`config.mk`:
```
export PLATFORM = sky130hd
export DESIGN_NAME = mem_wb_stage
export DESIGN_NICKNAME = d
export VERILOG_FILES = /design/src/rtl/mem_wb_stage.sv
export SDC_FILE = /design/constraint.sdc
export NUM_CORES = 1
export LEC_CHECK = 0
export ABC_AREA = 1
export ABC_CLOCK_PERIOD_IN_PS = 1800
export BUFFER_PORTS_ARGS = -buffer_cell sky130_fd_sc_hd__buf_4
export CORE_MARGIN = 4
export CORE_UTILIZATION = 47
export DETAILED_ROUTE_END_ITERATION = 10
export HOLD_SLACK_MARGIN = 0.03
export PLACE_DENSITY = 0.89
export SLEW_MARGIN = 40
export SYNTH_ARGS = -nofsm -noshare
export SYNTH_HDL_FRONTEND = slang
export SYNTH_SLANG_ARGS = --single-unit
export TNS_END_PERCENT = 5
```
`constraint.sdc`:
```
create_clock -name clk_i -period 1.8 [get_ports clk_i]
set_input_delay 0.09 -clock clk_i [delete_from_list [all_inputs] [get_ports clk_i]]
set_output_delay 0.09 -clock clk_i [all_outputs]
set_load 0.02 [all_outputs]
```
`src/rtl/mem_wb_stage.sv`:
```
// mem_wb_stage: completes one execute result per cycle as a memory access, register writeback, PC redirect or halt.
// Optional build macro MEMWB_TIMEOUT_EN: abort a memory wait after TIMEOUT_CYCLES cycles without ack and raise err_o.
module mem_wb_stage #(
    parameter int REGI_BITS      = 4,
    parameter int REGI_SIZE      = 16,
    parameter int VECT_SIZE      = 8,
    parameter int ELEM_SIZE      = 8,
    parameter int MEMO_LINES     = 64,
    parameter int TIMEOUT_CYCLES = 16,
    localparam int AW            = $clog2(MEMO_LINES),
    localparam int VW            = ELEM_SIZE * VECT_SIZE
) (
    input  logic                 clk_i,
    input  logic                 rst_i,
    input  logic                 valid_i,
    input  logic [REGI_SIZE-1:0] int_res_i,
    input  logic [VW-1:0]        vec_res_i,
    input  logic                 is_vec_i,
    input  logic [REGI_BITS-1:0] dest_i,
    input  logic                 enableReg_i,
    input  logic                 enableMem_i,
    input  logic                 flagMemRead_i,
    input  logic                 flagMemWrite_i,
    input  logic                 enableJump_i,
    input  logic [9:0]           jumpAddress_i,
    input  logic                 flagEnd_i,
    output logic                 stall_o,
    output logic                 mem_req_o,
    output logic                 mem_we_o,
    output logic [AW-1:0]        mem_addr_o,
    output logic [VW-1:0]        mem_wdata_o,
    input  logic                 mem_ack_i,
    input  logic [VW-1:0]        mem_rdata_i,
    output logic                 int_we_o,
    output logic                 vec_we_o,
    output logic [REGI_BITS-1:0] wb_addr_o,
    output logic [REGI_SIZE-1:0] int_wd_o,
    output logic [VW-1:0]        vec_wd_o,
    output logic                 pc_load_o,
    output logic [REGI_SIZE-1:0] pc_target_o,
    output logic                 halt_o,
    output logic                 err_o
);

    typedef enum logic {IDLE, WAIT} state_t;

    state_t               state, stateNext;
    logic                 accept;
    logic                 isMemOp;
    logic                 timeoutHit;
    logic                 pendLoad;
    logic [REGI_BITS-1:0] pendDest;

    assign accept  = valid_i && (state == IDLE) && !halt_o;
    // A memory op with neither direction flag carries no access and completes like an ALU op.
    assign isMemOp = enableMem_i && (flagMemRead_i || flagMemWrite_i);

`ifdef MEMWB_TIMEOUT_EN
    localparam int CNT_W = $clog2(TIMEOUT_CYCLES + 1);
    logic [CNT_W-1:0] waitCnt;

    always_ff @(posedge clk_i) begin
        if (rst_i || state != WAIT) waitCnt <= '0;
        else                        waitCnt <= waitCnt + 1'b1;
    end

    // An ack in the final permitted cycle still wins over the abort.
    assign timeoutHit = (state == WAIT) && !mem_ack_i &&
                        (waitCnt == CNT_W'(TIMEOUT_CYCLES - 1));
`else
    // No abort path in this build; the parameter stays for interface compatibility.
    assign timeoutHit = (TIMEOUT_CYCLES < 0);
`endif

    always_comb begin
        stateNext = state;
        case (state)
            IDLE: if (accept && isMemOp)      stateNext = WAIT;
            WAIT: if (mem_ack_i || timeoutHit) stateNext = IDLE;
            default:                          stateNext = IDLE;
        endcase
    end

    always_ff @(posedge clk_i) begin
        if (rst_i) begin
            state       <= IDLE;
            stall_o     <= 1'b0;
            mem_req_o   <= 1'b0;
            mem_we_o    <= 1'b0;
            mem_addr_o  <= '0;
            mem_wdata_o <= '0;
            int_we_o    <= 1'b0;
            vec_we_o    <= 1'b0;
            wb_addr_o   <= '0;
            int_wd_o    <= '0;
            vec_wd_o    <= '0;
            pc_load_o   <= 1'b0;
            pc_target_o <= '0;
            halt_o      <= 1'b0;
            err_o       <= 1'b0;
            pendLoad    <= 1'b0;
            pendDest    <= '0;
        end else begin
            state     <= stateNext;
            stall_o   <= (stateNext == WAIT);
            int_we_o  <= 1'b0;
            vec_we_o  <= 1'b0;
            pc_load_o <= 1'b0;

            if (accept) begin
                if (isMemOp) begin
                    mem_req_o   <= 1'b1;
                    mem_we_o    <= flagMemWrite_i;
                    mem_addr_o  <= int_res_i[AW-1:0];
                    mem_wdata_o <= vec_res_i;
                    pendLoad    <= flagMemRead_i && !flagMemWrite_i;
                    pendDest    <= dest_i;
                    if (flagMemRead_i && flagMemWrite_i) err_o <= 1'b1;
                end else if (enableReg_i) begin
                    int_we_o  <= !is_vec_i;
                    vec_we_o  <= is_vec_i;
                    wb_addr_o <= dest_i;
                    if (is_vec_i) vec_wd_o <= vec_res_i;
                    else          int_wd_o <= int_res_i;
                end
                if (enableJump_i) begin
                    pc_load_o   <= 1'b1;
                    pc_target_o <= REGI_SIZE'(jumpAddress_i);
                end
                if (flagEnd_i) halt_o <= 1'b1;
            end

            if (state == WAIT) begin
                if (mem_ack_i) begin
                    mem_req_o <= 1'b0;
                    if (pendLoad) begin
                        vec_we_o  <= 1'b1;
                        vec_wd_o  <= mem_rdata_i;
                        wb_addr_o <= pendDest;
                    end
                end else if (timeoutHit) begin
                    mem_req_o <= 1'b0;
                    err_o     <= 1'b1;
                end
            end
        end
    end

endmodule

```
==> results of run 1 <==
cell type report:
cell class | instances | area (um2)
diodes | 1 | 2.50
clock buffers | 18 | 439
clock inverters | 14 | 178
fillers | 910 | 3370
inverters | 83 | 318
multi-input cells | 782 | 3410
flip-flops and latches | 177 | 3540
well taps | 216 | 270
repair buffers | 525 | 4400
cell usage after synthesis, types with 3 or more instances:
cell	number
nand3b_1	14
nand4_1	64
dfxtp_1	177
o21ai_0	83
inv_1	80
buf_1	6
nor2_1	337
clkbuf_1	45
a21oi_1	8
nand3_1	75
nor2_2	3
buf_2	30
nand2_1	184
buf_4	6
state kept, by name (all words and copies together), names as in the netlist, 4 cells and up:
signal,count
mem_wdata_o,64
vec_wd_o,64
int_wd_o,16
pc_target_o,10
mem_addr_o,6
pendDest,4
wb_addr_o,4
timing repair:
| item | CTS | global route |
|---|---|---|
| gates resized for setup | 0 | 2 |
| setup endpoints to repair | 0 | 7 |
| hold buffers | 160 | 0 |
| hold endpoints to repair | 167 | 0 |
report_power, final:
| part | switching, mW | total (mW) | internal, mW |
|---|---|---|---|
| Clock | 1.66 | 3.90 | 2.24 |
| Sequential | 0.116 | 4.23 | 4.11 |
| Combinational | 1.06 | 1.96 | 0.907 |
| Total | 2.83 | 10.1 | 7.26 |
final timing paths:
kind	start	cells after the start	end	slack, ps
hold reg to reg	err_o$_SDFFE_PP0P_	2	err_o$_SDFFE_PP0P_	450
hold / removal	mem_rdata_i[23]	5	vec_wd_o[23]$_SDFF_PP0_	60
setup / recovery	flagMemRead_i	8	vec_wd_o[28]$_SDFF_PP0_	110
setup reg to reg	state$_SDFF_PP0_	6	vec_wd_o[28]$_SDFF_PP0_	140
cells by family (layout without fill, tap and decap cells):
logic type / count (synthesis) / after routing / share of synthesized area [%]
and+or+nand+nor: 682 / 682 / 37.9
DFF: 177 / 177 / 46.3
buffers and inverters: 172 / 640 / 9.42
AOI/OAI and AO/OA: 94 / 94 / 6.30
other: 1 / 7 / 0.0490
placed cells by master, fill, tap and decap left out:
master,instances
and3_1,1
dfxtp_1,177
a21oi_1,8
nand4_1,64
inv_6,4
o21ai_4,1
nor2_4,1
o21ai_0,83
buf_4,360
clkinvlp_4,5
inv_2,4
inv_4,1
clkinv_4,2
dlygate4sd3_1,160
nand2_1,182
o21ai_1,2
diode_2,1
nand3_1,74
nor3_1,1
clkbuf_8,1
nor2_1,337
nand3b_1,14
inv_1,77
clkinv_2,1
nor3_4,1
nand2_2,3
bufinv_16,3
nor2_2,3
nand3_2,1
conb_1,6
clkbuf_16,17
buf_12,5
metal layers:
| metal | vias up | GRT usage (%) | wire length (um) |
|---|---|---|---|
| met4 | 0 | 24.8 | 2470 |
| met3 | 199 | 7.88 | 3130 |
| met1 | 4468 | 37.1 | 11100 |
| met5 | - | 0 | 0 |
| met2 | 735 | 56.9 | 15300 |
| li1 | 4469 | - | - |
worst max-delay path, delay by kind of cell:
kind,cells,cell delay (ps)
AND/OR/NAND/NOR,3,380
buffers and inverters,4,1230
AO/OA/AOI/OAI,1,320
==> run metrics, run 1 <==
max-slew violations 0; clock sink count 177; first-pass GRT wire length 49400 um; FP Rows 46; unrepaired setup endpoints after global routing false; pre-CTS setup slack 218 ps; # nets final ~1800; DRT iter0 DRCs 810; routed via count about 9900; Worst Path Required roughly 2200 ps; crit end category register; DP Cell Count 1623; syn avg cell area 6.79 um2; Worst Clk Skew 8.44 ps; Worst Path Arrival 2060 ps; CP Max Fanout 38; routability cong. between 0.9 and 1; crit start category input port; Seq/Total Area, Yosys 46.3%; IO Pins 347; outcome complete, no violations; Synth area leader dfxtp_1; Netlist cell types 25; fraction of layout cells with a size suffix above 1 25.8%; final core utilization 78.8%; Antenna Violating Nets Remaining 0; CP dominant cell by count buf_4; non-filler cells, final 1816; FF+latch count, synth 177; Power, Total 10.1 mW; Final Worst Setup Slack 114 ps; max cap viols 0; Synth Flop Type dfxtp_1; Hold Crit Class in -> reg; top-area cell type share of the netlist area 46.3%; Initial Util 48.0%; Die ar. 18400 um2; vias in the first global route 9812; Peak Freq 0.593 GHz; Post-Route Setup TNS 0 ps; largest net degree at the start of global routing 62; port buffer count between 300 and 400; Final Cell Area roughly 13000 um2; Max clock buf depth 2; Final Cycle Share between 90% and 100%; CTS tree done; H-tree levels 4; Syn Std Cell Area between 7000 and 8000 um2; Crit Path Category in -> reg; CTS Root Buffer Type clkbuf_16; Final Hold Violating Endpoints 0; core box area 15900 um2; vias per inst 5.44; post-detail-place hpwl about 19000 um; Post-CTS Setup Bufs 0; drt pass-1 iters 5; chip width 136 um; DP Area 10300 um2; ys async rst share 0%; minimum clock period after layout 1690 ps; clock latency on the worst-skew pair 430 ps; WL/cell between 15 and 20 um; total global routing overflow 0; critical path cell sequence dlygate4sd3_1, buf_4, o21ai_4, buf_4, nand4_1, nand3_1, nand2_1, inv_1; Layout area overhead 64.3%; Max VDD drop between 0.6 and 0.7 mV; delay of the slowest critical-path stage around 540 ps; hold slack ~56 ps; TritonCTS buffer count 17; Lkg Pwr 6.60 nW; Worst-path clk slew 70 ps; Pwr per Cell Area 803 nW/um2; yosys warns 0; Worst path slowest cell dlygate4sd3_1; Cells after Synth 1126; final setup vio count 0; GRT Total Usage between 30% and 40%; final WL 32000 um; DRC 0; initial antenna violation count 1; Die Ht around 140 um; EDFF count, synth 0; top post-synthesis cells by area dfxtp_1 (46%), nor2_1 (17%), nand2_1 (9.0%)
(Power assumes the default switching activity.)
==> inputs of run 2 (changes only) <==
- PLACE_DENSITY: 0.89 -> 0.8
==> run metrics, run 2 (synthesized netlist as in run 1, its figures left out) <==
outcome complete, no violations; crit end category register; TritonCTS buffer count 17; Pwr per Cell Area 789 nW/um2; R2R depth 6; Post-Route Setup TNS 0 ps; DRT iter0 DRCs 638; Post-CTS Resized 0; most common cell after layout, fill and taps aside buf_4; WHS Path Cells 5; IO Pins 347; WL/cell ~17 um; drt pass-1 iters 5; largest net degree at the start of global routing 83; minimum clock period after layout 1700 ps; Worst-path clk slew 70 ps; H-tree levels 4; first-pass GRT wire length 47800 um; Post-CTS Setup Bufs 0; Layout area overhead 63.9%; clock latency on the worst-skew pair 430 ps; total global routing overflow 0; GRT Total Usage 32.7%; core box area around 16000 um2; routed via count around 9500; final setup vio count 0; port buffer count 340; # nets final around 1800; Crit Path Category reg -> reg; Slew @ Worst Pin 561 ps; initial antenna violation count 1; clock sink count between 150 and 200; Peak Freq 0.587 GHz; Initial Util between 40% and 50%; CTS Root Buffer Type clkbuf_16; final WL 30800 um; biggest regs mem_wdata_o (64), vec_wd_o (64), int_wd_o (16); Max VDD drop 0.633 mV; Worst Path Arrival between 2000 and 2500 ps; hold slack 53.6 ps; sequential cell area around 3500 um2; post-detail-place hpwl 17800 um; routability cong. 0.871; Hold Crit Class in -> reg; Antenna Violating Nets Remaining 0; DRC 0; chip width 136 um; Slew HR a little over three fifths; Die ar. 18400 um2; commonest cells after routing, fill and taps aside buf_4 (352), nor2_1 (337), nand2_1 (183); Worst Clk Skew 6.95 ps; Final Cycle Share 94.7%; # fillers just under 1000; vias in the first global route 9328; area of the multi-input gates around 3400 um2; Max clock buf depth 2; max cap viols 0; CP Max Fanout 16; vias per inst 5.24; Lkg Pwr 6.60 nW; fraction of layout cells with a size suffix above 1 25.3%; Final Hold Violating Endpoints 0; unrepaired setup endpoints after global routing false; Worst Path Required 2110 ps; CTS tree done; crit start category register; max-slew violations 0; Die Ht 136 um; FP Rows 46
==> run 2: where the power goes <==
part	internal (mW)	leakage [nW]	total (mW)	switching, mW
combinational	0.916	4.87	1.95	1.04
sequential	4.11	1.44	4.23	0.114
clock	2.14	0.281	3.71	1.57
==> run 2: per-stage QoR <==
| stage | util [%] | total power [mW] | instance area (um2) | setup slack [ps] | instances |
|---|---|---|---|---|---|
| 2_1_floorplan | - | 5.09 | 7670 | 324 | 1131 |
| 3_3_place_gp | 64.9 | 5.88 | 10300 | 306 | 1618 |
| 3_5_place_dp | 64.9 | 5.90 | 10300 | 200 | 1618 |
| 4_1_cts | 78.6 | 9.85 | 12500 | 179 | 1809 |
| 5_1_grt | 78.6 | 10.2 | 12500 | 25.2 | 1810 |
| 6_report | 78.6 | 9.89 | 12500 | 95.7 | 1810 |
==> run 2: area by class of cell <==
cell class / instances / share of cell area (%)
repair buffers: 521 / 35.2
flip-flops and latches: 177 / 28.3
multi-input cells: 782 / 27.2
clock buffers: 21 / 3.75
inverters: 83 / 2.51
well taps: 216 / 2.16
clock inverters: 9 / 0.858
diodes: 1 / 0.0200
==> run 2: routing by layer <==
metal  track usage [%]  share of wire (%)  up-vias
li1                  -                  -     4458
met1              36.5                 36     4313
met2              55.2                 48      557
met3              8.51                8.5      158
met4              20.7                6.6        0
met5                 0                  0        -
==> run 2: timing repair <==
| item | in CTS | in global routing |
|---|---|---|
| setup endpoints to repair | 0 | 1 |
| endpoints found under the hold margin | 167 | 0 |
| hold buffers | 161 | 0 |
==> run 2: final timing paths <==
path | start | endpoint | slack (ps)
worst min-delay path | mem_rdata_i[15] | vec_wd_o[15]$_SDFF_PP0_ | 50
worst max-delay path | halt_o$_SDFFE_PP0P_ | pc_target_o[2]$_SDFFE_PP0P_ | 100
worst max register to register | halt_o$_SDFFE_PP0P_ | pc_target_o[2]$_SDFFE_PP0P_ | 100
worst min register to register | err_o$_SDFFE_PP0P_ | err_o$_SDFFE_PP0P_ | 470
==> run 2: critical path, stage by stage, from the launching register on <==
cell and delay [ps]:
dfxtp_1 350, nor3_4 330, buf_4 290, nand2_1 110, buf_4 180, o21ai_0 250, nor2_1 70
